[src/rtl/alu_test_pkg.sv]
// ============================================================================
// Module  : alu_test_pkg
// Brief   : Shared constants, FSM state type and MISR step for ALU self-test
// Revision: 1.0 - initial release
// ============================================================================
`default_nettype none

package alu_test_pkg;

    localparam int              MISR_WIDTH = 16;
    localparam logic [15:0]     MISR_POLY  = 16'hB400;
    localparam logic [15:0]     MISR_SEED  = 16'hFFFF;

    typedef enum logic [1:0] {
        IDLE    = 2'd0,
        CAPTURE = 2'd1,
        DONE    = 2'd2
    } state_t;

    // Galois MISR step: shift right, fold the dropped bit through POLY, absorb data.
    function automatic logic [MISR_WIDTH-1:0] misr_step(
        input logic [MISR_WIDTH-1:0] sig,
        input logic [MISR_WIDTH-1:0] data
    );
        logic [MISR_WIDTH-1:0] s;
        s = sig >> 1;
        if (sig[0]) begin
            s = s ^ MISR_POLY;
        end
        return s ^ data;
    endfunction

endpackage

`default_nettype wire

[src/rtl/alu_misr_step.sv]
// ============================================================================
// Module  : alu_misr_step
// Brief   : Combinational single step of a Galois MISR
// Revision: 1.0 - initial release
// ============================================================================
`default_nettype none

module alu_misr_step #(
    parameter int               WIDTH = alu_test_pkg::MISR_WIDTH,
    parameter logic [WIDTH-1:0] POLY  = alu_test_pkg::MISR_POLY
) (
    input  logic [WIDTH-1:0] sig,
    input  logic [WIDTH-1:0] data,
    output logic [WIDTH-1:0] next_sig
);

    logic [WIDTH-1:0] w_shift;

    assign w_shift  = (sig >> 1) ^ (sig[0] ? POLY : '0);
    assign next_sig = w_shift ^ data;

endmodule

`default_nettype wire

[config.mk]
export PLATFORM = sky130hd
export DESIGN_NAME = alu_misr_step
export DESIGN_NICKNAME = d
export VERILOG_FILES = /design/src/rtl/alu_test_pkg.sv /design/src/rtl/alu_misr_step.sv
export SDC_FILE = /design/constraint.sdc
export NUM_CORES = 1
export LEC_CHECK = 0
export ABC_AREA = 1
export CAP_MARGIN = 15
export CORE_AREA = 3 3 40 42
export DETAILED_ROUTE_END_ITERATION = 10
export DIE_AREA = 0 0 43 45
export PLACE_DENSITY = 0.75
export SYNTH_ARGS = -nofsm -noshare
export SYNTH_HDL_FRONTEND = slang
export SYNTH_SLANG_ARGS = --single-unit
[constraint.sdc]
create_clock -name vclk -period 0.8
set_clock_uncertainty 0.05 [all_clocks]
set_input_delay 0.16 -clock vclk [all_inputs]
set_output_delay 0.16 -clock vclk [all_outputs]
set_load 0.1 [all_outputs]
==> flow_metrics.py, run 1 <==
metrics = {
    "run_status": {
        "stop_stage": "clock tree synthesis",
        "outcome": "did not finish",
        "error": "[ERROR DPL-0038] Utilization greater than 100%, impossible to legalize",
    },
    "floorplanning": {
        "die_x_um": 43,
        "rows": 13,
        "initial_core_util": 0.165,
        "die_h_um": 45,
        "ios": 48,
    },
    "synthesis": {
        "yosysWarnings": 0,
        "synth_top_area_frac": 0.538,
        "synthCells": 38,
        "ys_top_cells_by_area": "xor2_1 54%, nand2_1 27%, inv_1 11%",
        "synth_area_leader_cell": "xor2_1",
        "netlist_area_um2": 211,
        "synth_fp_nets": 70,
        "yosysUniqueCellTypes": 5,
        "avgSynthCellArea_um2": 5.56,
        "yosysSeqAreaShare": 0,
    },
    "placement": {
        "globalplace.congestion": 0.684,
        "io_buffer_count": 48,
        "placed_area_mm2": 0.00120,
        "dp_cells": 102,
        "hpwl_um": 1710,
    },
    "clocking": {
        "cts_hold_buf": 0,
        "cts_resized": 216,
        "post-cts-setup-buffer-count": 0,
    },
}
==> cells by family after synthesis <==
logic type	count (synthesis)	share of synthesized area
buf+inv	7	0.124
simple gates	18	0.337
xor+xnor	13	0.538
==> stage by stage <==
stage / worst slack, ps / TNS (ps) / util / hold slack [ps]
after global placement: -697 / -8740 / 0.935 / 1050
after detailed placement: -830 / -9410 / 0.935 / 1060
after floorplan: -141 / -1830 / - / 466
==> cells in the mapped netlist <==
cell type,instances
inv_1,6
inv_2,1
nand3_1,3
nand2_1,15
xor2_1,13
==> inputs of run 2 (changes only) <==
--- a/config.mk
+++ b/config.mk
@@ -7,10 +7,10 @@
 export LEC_CHECK = 0
 export ABC_AREA = 1
 export CAP_MARGIN = 15
-export CORE_AREA = 3 3 40 42
+export CORE_AREA = 3 3 64 66
 export DETAILED_ROUTE_END_ITERATION = 10
-export DIE_AREA = 0 0 43 45
-export PLACE_DENSITY = 0.75
+export DIE_AREA = 0 0 67 69
+export PLACE_DENSITY_LB_ADDON = 0.15
 export SYNTH_ARGS = -nofsm -noshare
 export SYNTH_HDL_FRONTEND = slang
 export SYNTH_SLANG_ARGS = --single-unit
==> run 2 against run 1 <==
The flow now finishes, with violations (negative setup slack). Synthesized cell count unchanged. Area after synthesis unchanged.
==> flow_metrics.py, run 2 <==
metrics = {
    "power": {
        "p_switching_uw": 920,
        "ir_drop_mv": 0.515,
        "leakage_nw": 0.621,
        "p_sw_frac": 0.581,
        "power_frac_seq": 0,
        "p_clk_frac": 0,
        "internal_power_uw": 664,
        "combPwrFrac": 1.000,
        "power.density_mw_per_mm2": 1080,
    },
    "timing": {
        "min_period_over_period": 1.22,
        "post-route-min-period_ps": 977,
        "fin_tns_setup_ps": -1070,
        "maxSlewHeadroom": 0.902,
        "setup_ws_ps": -177,
        "fmax_ghz": 1.02,
        "rsz0062_at_grt": "yes",
        "tightest_slew_ps": 147,
        "final_hold_viol_count": 0,
        "slew_violations": 0,
        "setup_viol": 16,
    },
    "synthesis": {
        "synth_fp_nets": 70,
        "synth.most_common_cell": "nand2_1",
        "synth_area_leader_cell": "xor2_1",
        "yosysWarnings": 0,
        "ys_top_cells_by_area": "xor2_1 54%, nand2_1 27%, inv_1 11%",
        "yosysUniqueCellTypes": 5,
        "synth_top_area_frac": 0.538,
        "yosys.area_share.simple": 0.337,
        "ys_top_cells_by_count": "15 x nand2_1, 13 x xor2_1, 6 x inv_1",
        "synthXorXnorAreaFrac": 0.538,
        "synthCells": 38,
        "synth_top_family_by_area": "XOR/XNOR gates",
        "synth_compound_area_frac": 0,
        "synthAdderAreaFrac": 0,
        "netlist_area_um2": 211,
        "yosysSeqAreaShare": 0,
        "synthMuxAreaShare": 0,
        "avgSynthCellArea_um2": 5.56,
    },
    "placement": {
        "io_buffer_count": 48,
        "placed_area_mm2": 0.00124,
        "globalplace.congestion": 0.591,
        "hpwl_um": 1140,
    },
    "grt": {
        "antenna_found_initial": 0,
        "overflow": 0,
        "grt_pass1_vias": 480,
        "grt_max_degree": 6,
        "grt_pass1_wl_um": 2210,
        "grt.total_usage": 0.0575,
    },
    "detailed_routing": {
        "wl_met1_um": 256,
        "drtPass1Iterations": 2,
        "dr_total_vias": 427,
        "first_iter_violations": 3,
        "ant_nets": 0,
        "drcViolationCount": 0,
        "routed.top_layer": "met3",
        "routed_via_density": 3.16,
        "met3_length_um": 126,
        "wl_um": 1200,
        "wl_per_cell_um": 8.92,
        "wl_met2_um": 820,
    },
    "layout": {
        "area.growth.synth_to_final_pct": 592,
        "num-fill-cells": 370,
        "drive_above_1_share": 1.00,
        "multi_input_area_um2": 606,
        "register_area_um2": 0,
        "layout_common_cells": "22 x buf_8, 17 x buf_12, 13 x xor2_4, 12 x nand2_4, 6 x inv_2",
        "antenna_cells": 0,
        "final_common_cell": "buf_8",
        "stdcell_area_mm2": 0.00146,
        "clock_buffers": 0,
        "fin_nets": 121,
        "seq_cell_count": 0,
    },
    "job": {
        "maxCapViolations": 0,
    },
    "floorplanning": {
        "die_h_um": 69,
        "initial_core_util": 0.0582,
        "die-area_mm2": 0.00462,
        "ios": 48,
        "rows": 22,
        "die_x_um": 67,
        "core-area_mm2": 0.00363,
    },
    "run_status": {
        "violations": "negative setup slack",
        "outcome": "complete, but fails checks",
    },
    "hold_path": {
        "min_path_type": "input pin to output pin",
    },
    "setup_path": {
        "critical_path_class": "input pin to output pin",
        "critPathLaunchType": "input pin",
        "worst-path-max-fanout": 5,
        "cp_data_arrival_time_ps": 770,
        "worstPathRequired_ps": 590,
        "critPathCaptureType": "output pin",
    },
    "clocking": {
        "post-cts-setup-buffer-count": 0,
    },
}
==> run 2: power groups by stage <==
stage	sequential [mW]	combinational [mW]	clock, mW
5_1_grt	0	1.63	0
4_1_cts	0	1.57	0
3_3_place_gp	0	1.46	0
2_1_floorplan	0	0.824	0
6_report	0	1.58	0
3_5_place_dp	0	1.47	0
==> run 2: path summary, 6_finish.rpt <==
check / from / to / slack [ps] / depth (start not counted)
worst max-delay path: sig[0] / next_sig[13] / -180 / 7
worst min-delay path: sig[7] / next_sig[6] / 570 / 3
==> run 2: logic make-up after synthesis <==
group | Yosys count
buffers and inverters | 7
AND/OR/NAND/NOR | 18
XOR/XNOR | 13
==> run 2: final cells by class <==
cell class,count,share of cell area
repair buffers,49,0.522
well taps,48,0.0410
multi-input cells,31,0.414
inverters,7,0.0231
==> run 2: metrics by stage <==
step	utilization	hold slack (ps)	cells	setup WS (ps)	total power, mW
finish	0.403	569	135	-177	1.58
global route	0.403	574	135	-202	1.63
CTS	0.388	577	135	-181	1.57
detailed placement	0.342	1060	135	-751	1.47
global placement	0.342	1050	135	-735	1.46
floorplan	-	466	38	-141	0.824
==> run 2: metal layers <==
layer | global-route usage | vias to the layer above
met3 | 0.00814 | 0
met2 | 0.117 | 22
met5 | 0 | -
li1 | - | 195
met1 | 0.0634 | 210
met4 | 0 | 0
==> run 2: what timing repair did <==
action | 4_1_cts | 5_1_grt
hold buffers | 0 | 0
gates resized for setup | 218 | 14
setup endpoints to repair | 16 | 16
pin swaps | 25 | 10
gates cloned | 0 | 0
==> run 2: critical path, cell delays in order <==
cell and delay [ps]:
buf_12 120, inv_8 70, nand2_4 60, nand2_4 70, nand2_4 60, nand2_8 50
buf_12 160
(Power assumes the default switching activity.)
